--- config.mk ---
export PLATFORM = sky130hd
export DESIGN_NAME = unidade_controle
export DESIGN_NICKNAME = d
export VERILOG_FILES = /design/src/rtl/uc_pkg.sv /design/src/rtl/gerador_imediato.sv /design/src/rtl/unidade_controle.sv
export SDC_FILE = /design/constraint.sdc
export NUM_CORES = 1
export LEC_CHECK = 0
export BUFFER_PORTS_ARGS = -buffer_cell sky130_fd_sc_hd__buf_4
export CORE_MARGIN = 2
export CORE_UTILIZATION = 41
export DETAILED_ROUTE_END_ITERATION = 8
export GPL_TIMING_DRIVEN = 0
export PLACE_DENSITY = 0.84
export SYNTH_ARGS = -nofsm -noshare
export SYNTH_HDL_FRONTEND = slang
export SYNTH_SLANG_ARGS = --single-unit
--- constraint.sdc ---
create_clock -name clk -period 2.02 [get_ports clk]
set_input_delay 0.202 -clock clk [delete_from_list [all_inputs] [get_ports clk]]
set_output_delay 0.202 -clock clk [all_outputs]
set_load 0.01 [all_outputs]
--- src/rtl/uc_pkg.sv ---
// Shared encodings for the multi-cycle control unit: FSM states, opcode/funct
// constants, instruction classes and the combinational instruction classifier.
package uc_pkg;

    typedef enum logic [2:0] {
        ST_IDLE   = 3'd0,
        ST_FETCH  = 3'd1,
        ST_DECODE = 3'd2,
        ST_EXEC   = 3'd3,
        ST_MEM    = 3'd4,
        ST_WB     = 3'd5,
        ST_TRAP   = 3'd6
    } state_t;

    typedef enum logic [1:0] {
        CLS_LD    = 2'd0,
        CLS_SD    = 2'd1,
        CLS_ALU_R = 2'd2,
        CLS_ALU_I = 2'd3
    } instr_class_t;

    localparam logic [6:0] OPC_LOAD   = 7'b0000011;
    localparam logic [6:0] OPC_STORE  = 7'b0100011;
    localparam logic [6:0] OPC_OP     = 7'b0110011;
    localparam logic [6:0] OPC_OP_IMM = 7'b0010011;

    localparam logic [2:0] F3_DWORD = 3'b011;
    localparam logic [2:0] F3_ADD   = 3'b000;

    localparam logic [6:0] F7_ADD = 7'b0000000;
    localparam logic [6:0] F7_SUB = 7'b0100000;

    typedef struct packed {
        logic         legal;
        instr_class_t cls;
        logic         sub;
    } dec_t;

    function automatic dec_t decode_instr(input logic [31:0] instr);
        dec_t       d;
        logic [2:0] f3;
        logic [6:0] f7;
        f3      = instr[14:12];
        f7      = instr[31:25];
        d.legal = 1'b0;
        d.cls   = CLS_ALU_I;
        d.sub   = 1'b0;
        case (instr[6:0])
            OPC_LOAD: begin
                d.cls   = CLS_LD;
                d.legal = (f3 == F3_DWORD);
            end
            OPC_STORE: begin
                d.cls   = CLS_SD;
                d.legal = (f3 == F3_DWORD);
            end
            OPC_OP: begin
                d.cls   = CLS_ALU_R;
                d.legal = (f3 == F3_ADD) && ((f7 == F7_ADD) || (f7 == F7_SUB));
                d.sub   = (f7 == F7_SUB);
            end
            OPC_OP_IMM: begin
                d.cls   = CLS_ALU_I;
                d.legal = (f3 == F3_ADD);
            end
            default: ;
        endcase
        return d;
    endfunction

endpackage

--- src/rtl/gerador_imediato.sv ---
// Immediate generator: I-type for loads/ADDI, S-type for stores, zero for R-type.
// Purely combinational; sign-extends the 12-bit field to XLEN (XLEN >= 12).
module gerador_imediato
    import uc_pkg::*;
#(
    parameter int XLEN = 64
) (
    input  logic [31:0]     instr,
    input  instr_class_t    cls,
    output logic [XLEN-1:0] imm
);

    logic [11:0] imm12;
    logic        unused_instr_bits;

    assign unused_instr_bits = ^{instr[19:12], instr[6:0]};

    always_comb begin
        imm12 = 12'd0;
        case (cls)
            CLS_LD, CLS_ALU_I: imm12 = instr[31:20];
            CLS_SD:            imm12 = {instr[31:25], instr[11:7]};
            default:           imm12 = 12'd0;
        endcase
        imm = {{(XLEN-12){imm12[11]}}, imm12};
    end

endmodule

--- src/rtl/unidade_controle.sv ---
// Multi-cycle control unit: FETCH/DECODE/EXEC/MEM/WB sequencing for LD, SD, ADD/SUB, ADDI.
// Enables are Moore outputs of the state; operand selects and fields latch in DECODE.
// Optional retired-instruction counter enabled with macro UC_INSTRET_EN (tied to 0 otherwise).
module unidade_controle
    import uc_pkg::*;
#(
    parameter int XLEN = 64
) (
    input  logic            clk,
    input  logic            rst_n,
    input  logic            run,
    input  logic [31:0]     instr,
    output logic            we_ir,
    output logic            we_pc,
    output logic            we_reg,
    output logic            we_mem,
    output logic            sel_mux1,
    output logic            sel_mux2,
    output logic            sinal,
    output logic [4:0]      ra,
    output logic [4:0]      rb,
    output logic [4:0]      rw,
    output logic [XLEN-1:0] imm,
    output logic            busy,
    output logic            illegal,
    output logic [63:0]     instret
);

    state_t          state_q, state_d;
    dec_t            dec;
    instr_class_t    cls_q;
    logic [XLEN-1:0] imm_d;
    logic            retire;

    assign dec = decode_instr(instr);

    gerador_imediato #(.XLEN(XLEN)) u_gerador_imediato (
        .instr (instr),
        .cls   (dec.cls),
        .imm   (imm_d)
    );

    always_ff @(posedge clk or negedge rst_n) begin
        if (!rst_n) begin
            state_q <= ST_IDLE;
        end else begin
            state_q <= state_d;
        end
    end

    // Fields latch once per instruction; selects only change for a legal one
    // so they stay stable from EXEC through MEM and WB.
    always_ff @(posedge clk or negedge rst_n) begin
        if (!rst_n) begin
            ra       <= 5'd0;
            rb       <= 5'd0;
            rw       <= 5'd0;
            imm      <= '0;
            cls_q    <= CLS_LD;
            sel_mux1 <= 1'b0;
            sel_mux2 <= 1'b0;
            sinal    <= 1'b0;
        end else if (state_q == ST_DECODE) begin
            ra    <= instr[19:15];
            rb    <= instr[24:20];
            rw    <= instr[11:7];
            imm   <= imm_d;
            cls_q <= dec.cls;
            if (dec.legal) begin
                sel_mux1 <= (dec.cls == CLS_ALU_R);
                sel_mux2 <= (dec.cls == CLS_ALU_R) || (dec.cls == CLS_ALU_I);
                sinal    <= dec.sub;
            end
        end
    end

    always_comb begin
        state_d = state_q;
        we_ir   = 1'b0;
        we_pc   = 1'b0;
        we_reg  = 1'b0;
        we_mem  = 1'b0;
        retire  = 1'b0;
        case (state_q)
            ST_IDLE: begin
                if (run) state_d = ST_FETCH;
            end
            ST_FETCH: begin
                we_ir   = 1'b1;
                state_d = ST_DECODE;
            end
            ST_DECODE: begin
                state_d = dec.legal ? ST_EXEC : ST_TRAP;
            end
            ST_EXEC: begin
                state_d = ((cls_q == CLS_LD) || (cls_q == CLS_SD)) ? ST_MEM : ST_WB;
            end
            ST_MEM: begin
                if (cls_q == CLS_SD) begin
                    we_mem = 1'b1;
                    we_pc  = 1'b1;
                    retire = 1'b1;
                end else begin
                    state_d = ST_WB;
                end
            end
            ST_WB: begin
                we_pc  = 1'b1;
                we_reg = (rw != 5'd0);
                retire = 1'b1;
            end
            ST_TRAP: begin
                state_d = ST_TRAP;
            end
            default: begin
                state_d = ST_IDLE;
            end
        endcase
        if (retire) state_d = run ? ST_FETCH : ST_IDLE;
    end

    assign busy    = (state_q != ST_IDLE) && (state_q != ST_TRAP);
    assign illegal = (state_q == ST_TRAP);

`ifdef UC_INSTRET_EN
    logic [63:0] instret_q;

    always_ff @(posedge clk or negedge rst_n) begin
        if (!rst_n) begin
            instret_q <= 64'd0;
        end else if (retire) begin
            instret_q <= instret_q + 64'd1;
        end
    end

    assign instret = instret_q;
`else
    assign instret = 64'd0;
`endif

endmodule

==> out/qor.csv, run 1 <==
metric,value,unit
synthesized area,0.00250,sq mm
WP data required,2.26,ns
grt met2 use,31.4,%
worst endpoint data arrival time,2.13,ns
critical-path maximum fanout,7,
Critical R2R Capture,rb[2],
Final Total Pwr,5.38,mW
CTS tree,yes,
Initial Utilization,42.4,%
Final WS setup,0.125,ns
remaining design rule violation count,0,
nets@finish,481,
routed via count,2062,
min-delay src,instr[31],
met3 GRT Util,5.05,%
FF-to-FF setup slack,0.25,ns
dpl hpwl,4.90,mm
Yosys cell types,36,
core box area,0.00589,sq mm
Worst Hold Path EP,imm[11],
worst hold path type,in -> reg,
syn avg cell area,9.98,sq um
Yosys reg bits,35,
R2R cell count,5,
pre-CTS WS,-0.284,ns
Tmin final,1.90,ns
share of cells above drive strength 1,61.7,%
Die ar.,0.00673,sq mm
Max Freq,528,MHz
largest net degree at the start of global routing,55,
max-capacitance violation count,0,
Antenna Violating Nets Remaining,0,
status,finished clean,
GR Util met1,18.2,%
Cells after Synth,250,
io pins,187,
IO buf count,122,
number of global-route vias before repair,1844,
Setup CP Type,in -> reg,
fin crit share,93.8,%
critical path endpoint category,flop,
clock insertion delay at the later pin of the skew report,0.29,ns
clk sinks,35,
setup TNS,0,ns
worst-case vdd ir drop,930,uV
max_slew headroom,43.9,%
register area share after synthesis,35.1,%
Fin. Hold Viols,0,
routed wire length,5.86,mm
CTS buffer count,5,
worst reg2reg path startpoint,state_q[0],
routed len/inst,11.3,microns
row count,28,
Total GRT Usage,16.8,%
Clock transition at path regs,0.08,ns
Worst Max-Slew Pin Slew,0.842,ns
number of antenna violations at the first check in global routing,0,
Hold Path Depth,2,
grt total ovfl,0,
Inserted Diodes,0,
YS warnings,0,
H-tree levels,2,
root buffer cell,clkbuf_8,
clk buf depth,2,
initial DRC count,51,
Pwr Density,1390,mW/mm^2
leakage,2.21,nW
Die Wd,82.0,microns
Syn-to-layout area delta,55.0,%
vias per inst,3.97,
GR peak layer,met2,
RSZ-0062 raised after global routing,no,
Final Skew,0.00663,ns
Worst setup SP type,primary input,
routability-driven placement congestion ratio,0.751,
wire length of the first global-routing pass,8.69,mm
Die Span Y,82.0,microns
count of final setup violators,0,
Detailed Routing Iterations Pass 1,4,
pins over their slew limit,0,
-- synthesized netlist by cell type, drive strengths merged --
library cell    n  area [sq um]
a21oi           5          25.0
or4             1          11.3
xor2            1          8.76
nand4           1          12.5
clkbuf          2          7.51
a211oi          1          7.51
nor2b           1          6.26
nor2            6          22.5
dfrtp          35           876
and3b           1          8.76
nor4            1          12.5
inv             5          18.8
and3            1          6.26
a22o            7          62.6
nand2           9          33.8
ha              3          37.5
conb            1          3.75
o31ai           5          37.5
nor3            5          36.3
a2111oi         1          27.5
a211o           2          18.8
buf           119           888
o21ai           4          20.0
nand3b          1          7.51
a22oi           5          37.5
nand3           1          5.00
o21bai          1          7.51
or2             1          6.26
mux2           18           203
o31a            1          8.76
nand2b          5          31.3
-- report_power, final --
| part | switching [mW] | internal, mW | leakage [nW] |
|---|---|---|---|
| combinational | 1.31 | 2.07 | 1.73 |
| sequential | 0.339 | 1.03 | 0.423 |
| clock | 0.260 | 0.367 | 0.0581 |
| total | 1.91 | 3.46 | 2.21 |
-- through the flow --
| step | cells | utilization, % | hold WS (ns) | cell area (sq um) |
|---|---|---|---|---|
| CTS | 519 | 65.7 | 0.126 | 3870 |
| floorplan | 313 | - | -0.0936 | 2730 |
| detailed placement | 510 | 63.6 | 0.178 | 3740 |
| global placement | 510 | 63.6 | 0.173 | 3740 |
| finish | 519 | 65.7 | 0.134 | 3870 |
| global route | 519 | 65.7 | 0.124 | 3870 |
-- cell usage in the layout, fill, tap and decap left out, types with 2 or more instances in the layout --
master and instances:
a21oi_1 5, a22o_1 6, a22oi_1 5, buf_2 2, buf_4 239, clkbuf_1 2, clkbuf_8 5, conb_1 64
dfrtp_1 34, ha_1 3, inv_1 5, mux2_1 2, mux2_2 16, nand2_1 9, nand2b_1 5, nor2_1 5
nor3_1 4, o21ai_0 4, o31ai_1 5
-- critical path, cell delays in order --
cell,delay [ns]
buf_4,0.11
or4_4,0.58
nor2_2,0.22
inv_1,0.06
ha_1,0.40
nor2_1,0.11
nor3_4,0.26
a22o_2,0.19
-- worst max path at each step --
stage,startpoint,endpoint,slack [ns],cells past startpoint
6_report,instr[6],imm[6],0.12,8
5_1_grt,instr[6],imm[6],0.04,8
4_1_cts,instr[6],imm[6],0.01,8
3_5_place_dp,instr[6],imm[6],-0.28,8
3_3_place_gp,instr[6],imm[6],-0.21,8
2_1_floorplan,instr[6],imm[6],0.08,7
-- what timing repair did --
item	in CTS	in global routing
endpoints found under the hold margin	35	0
resized for setup	0	1
buffers inserted	0	0
setup endpoints to repair	0	7
hold buffers	1	0
-- flip-flops by register name (all words and copies together), names as in the netlist --
| name | cells |
|---|---|
| imm | 12 |
| ra | 5 |
| sel_mux1 | 1 |
| sinal | 1 |
| sel_mux2 | 1 |
| cls_q | 2 |
| rw | 5 |
| state_q | 3 |
| rb | 5 |
-- routing by layer --
layer,part of all wire (%),up-vias
met5,0,-
met4,0.56,0
met3,11,6
met2,52,107
met1,36,909
li1,-,1040
-- final cells by class --
| type | instances | area (sq um) |
|---|---|---|
| Fill cell | 487 | 2020 |
| Multi-Input combinational cell | 152 | 945 |
| Timing Repair Buffer | 123 | 926 |
| Buffer | 121 | 896 |
| Sequential cell | 35 | 877 |
| Tap cell | 75 | 93.8 |
| Clock buffer | 5 | 68.8 |
| Clock inverter | 3 | 43.8 |
| Inverter | 5 | 18.8 |
-- cell families after synthesis --
kind of cell / Yosys count / share of synthesized area (%)
DFF: 35 / 35.1
and+or+nand+nor: 34 / 8.02
muxes: 18 / 8.12
xor gates and xnor gates: 1 / 0.351
adders and majority gates: 3 / 1.50
other: 1 / 0.150
buffers and inverters: 126 / 36.6
AOI/OAI and AO/OA: 32 / 10.1
Power figures use the tool's default switching activity.
==> run 2: changes to the inputs <==
--- a/config.mk
+++ b/config.mk
@@ -6,7 +6,7 @@
 export NUM_CORES = 1
 export LEC_CHECK = 0
 export BUFFER_PORTS_ARGS = -buffer_cell sky130_fd_sc_hd__buf_4
-export CORE_MARGIN = 2
+export CORE_ASPECT_RATIO = 0.5
 export CORE_UTILIZATION = 41
 export DETAILED_ROUTE_END_ITERATION = 8
 export GPL_TIMING_DRIVEN = 0
==> out/qor.csv, run 2 (same netlist as run 1, synthesis figures left out) <==
metric,value,unit,change
status,"finished, violations left",,was finished clean
failing checks,DRC,,
Antenna Violating Nets Remaining,0,,unchanged
Tmin final,1.95,ns,was 1.90 ns
grt total ovfl,0,,unchanged
Logic pwr share,59.2,%,was 62.9%
clock share of power,17.1,%,was 11.7%
clk sinks,35,,unchanged
initial DRC count,92,,was 51
routed wire length,6.06,mm,was 5.86 mm
Critical R2R Capture,sel_mux2,,was rb[2]
Die ar.,0.00642,sq mm,was 0.00673 sq mm
dpl hpwl,4.70,mm,was 4.90 mm
max reg flops,12,,unchanged
io pins,187,,unchanged
Largest Register,imm,,unchanged
pins over their slew limit,0,,unchanged
critical-path maximum fanout,7,,unchanged
number of antenna violations at the first check in global routing,0,,unchanged
pre-CTS WS,-0.251,ns,was -0.284 ns
filler cell count,457,,was 487
number of global-route vias before repair,1792,,was 1844
critical path endpoint category,flop,,unchanged
Inserted Diodes,0,,unchanged
count of final setup violators,0,,unchanged
fin crit share,96.6,%,was 93.8%
max-capacitance violation count,0,,unchanged
Net Sw Power,1.95,mW,was 1.91 mW
max_slew headroom,46.0,%,was 43.9%
DP Cell Count,508,,was 510
worst-case vdd ir drop,1030,uV,was 930 uV
Pwr Density,1460,mW/mm^2,was 1390 mW/mm^2
Final Skew,0.00241,ns,was 0.00663 ns
Hold Path Depth,2,,unchanged
RSZ-0062 raised after global routing,no,,unchanged
IO buf count,122,,unchanged
Die Span Y,57.2,microns,was 82.0 microns
Fin. Hold Viols,0,,unchanged
share of cells above drive strength 1,61.7,%,unchanged
Seq pwr share,23.8,%,was 25.5%
Non-Filler Instances,517,,was 519
clock insertion delay at the later pin of the skew report,0.27,ns,was 0.29 ns
Cell Int Power,3.80,mW,was 3.46 mW
Area after DPL,0.00374,sq mm,about the same
Initial Utilization,43.9,%,was 42.4%
WP data required,2.23,ns,was 2.26 ns
Total GRT Usage,18.0,%,was 16.8%
Setup CP Type,in -> reg,,unchanged
FF+latch area,877,sq um,unchanged
Clock transition at path regs,0.05,ns,was 0.08 ns
worst hold path type,in -> reg,,unchanged
"commonest non-fill, non-tap cell in the layout",buf_4,,unchanged
"commonest cells after routing, fill and taps aside","buf_4 (239), conb_1 (64), dfrtp_1 (34)",,unchanged
clk buf depth,2,,unchanged
setup TNS,0,ns,unchanged
worst endpoint data arrival time,2.16,ns,was 2.13 ns
worst reg2reg path startpoint,state_q[0],,unchanged
CTS tree,yes,,unchanged
postcts setup bufs,0,,unchanged
largest net degree at the start of global routing,55,,unchanged
Worst setup SP type,primary input,,unchanged
core box area,0.00568,sq mm,was 0.00589 sq mm
switching part of the total power,33.9,%,was 35.6%
Max Freq,512,MHz,was 528 MHz
routed len/inst,11.7,microns,was 11.3 microns
post-route cell area,0.00395,sq mm,was 0.00387 sq mm
min-delay src,instr[17],,was instr[31]
wire length of the first global-routing pass,9.06,mm,was 8.69 mm
root buffer cell,clkbuf_16,,was clkbuf_8
Detailed Routing Iterations Pass 1,6,,was 4
Worst Max-Slew Pin Slew,0.810,ns,was 0.842 ns
H-tree levels,2,,unchanged
Worst Hold Path EP,ra[2],,was imm[11]
nets@finish,481,,unchanged
R2R cell count,4,,was 5
Syn-to-layout area delta,58.1,%,was 55.0%
row count,19,,was 28
CTS buffer count,5,,unchanged
remaining design rule violation count,10,,was 0
leakage,2.24,nW,was 2.21 nW
vias per inst,4.13,,was 3.97
Final WS setup,0.0677,ns,was 0.125 ns
routed via count,2134,,was 2062
Die Wd,112,microns,was 82.0 microns
FF-to-FF setup slack,0.18,ns,was 0.25 ns
routability-driven placement congestion ratio,0.791,,was 0.751
area of the multi-input gates,945,sq um,unchanged
==> run 2: changes by cell type in the layout (fill, tap and decap cells not counted), sizes merged <==
cell and change:
clkinv -2, bufinv +1, clkinvlp +1
==> run 2: how the worst max path moves through the flow <==
stage,start,endpoint,slack [ns],depth (start not counted)
2_1_floorplan,instr[6],imm[6],0.08,7
5_1_grt,instr[6],imm[7],0.004,8
4_1_cts,instr[6],imm[6],0.08,8
3_3_place_gp,instr[6],imm[6],-0.21,8
6_report,instr[6],imm[8],0.07,8
3_5_place_dp,instr[6],imm[6],-0.25,8
==> run 2: layout make-up <==
type                    instances  share of cell area (%)
repair buffers                123                    23.5
flip-flops and latches         35                    22.2
inverters                       5                   0.476
well taps                      73                    2.31
plain buffers                 121                    22.7
multi-input cells             152                    23.9
clock inverters                 3                    1.71
clock buffers                   5                    3.17
==> run 2: worst max-delay path, stage by stage <==
cell and delay [ns]:
buf_4 0.11, or4_4 0.59, nor2_2 0.23, inv_1 0.07, ha_1 0.39, nor2_1 0.10
nor3_4 0.27, a22o_1 0.19
==> run 2: metal layers <==
| metal | global-route usage [%] | routed length (microns) |
|---|---|---|
| met5 | 0 | 0 |
| met2 | 34.7 | 3330 |
| met1 | 19.7 | 2220 |
| met4 | 7.05 | 111 |
| met3 | 4.04 | 406 |
==> run 2: repair_timing <==
item                                   in CTS  in global routing
setup endpoints to repair                   4                  0
hold buffers                                1                  0
endpoints found under the hold margin      35                  0
gates resized for setup                     1                  0
==> run 2: stage by stage <==
step | power, mW | utilization [%] | hold WS [ns]
2_1_floorplan | 3.24 | - | -0.0936
3_3_place_gp | 4.75 | 65.8 | 0.177
3_5_place_dp | 4.79 | 65.8 | 0.170
4_1_cts | 5.80 | 69.5 | 0.155
5_1_grt | 6.08 | 69.5 | 0.159
6_report | 5.76 | 69.5 | 0.158
==> run 2: power groups by stage <==
stage	registers (mW)	clock network (mW)	logic, mW
global placement	1.35	0	3.40
finish	1.37	0.981	3.40
global route	1.43	1.02	3.63
CTS	1.37	0.990	3.44
detailed placement	1.38	0	3.42
floorplan	1.44	0	1.79
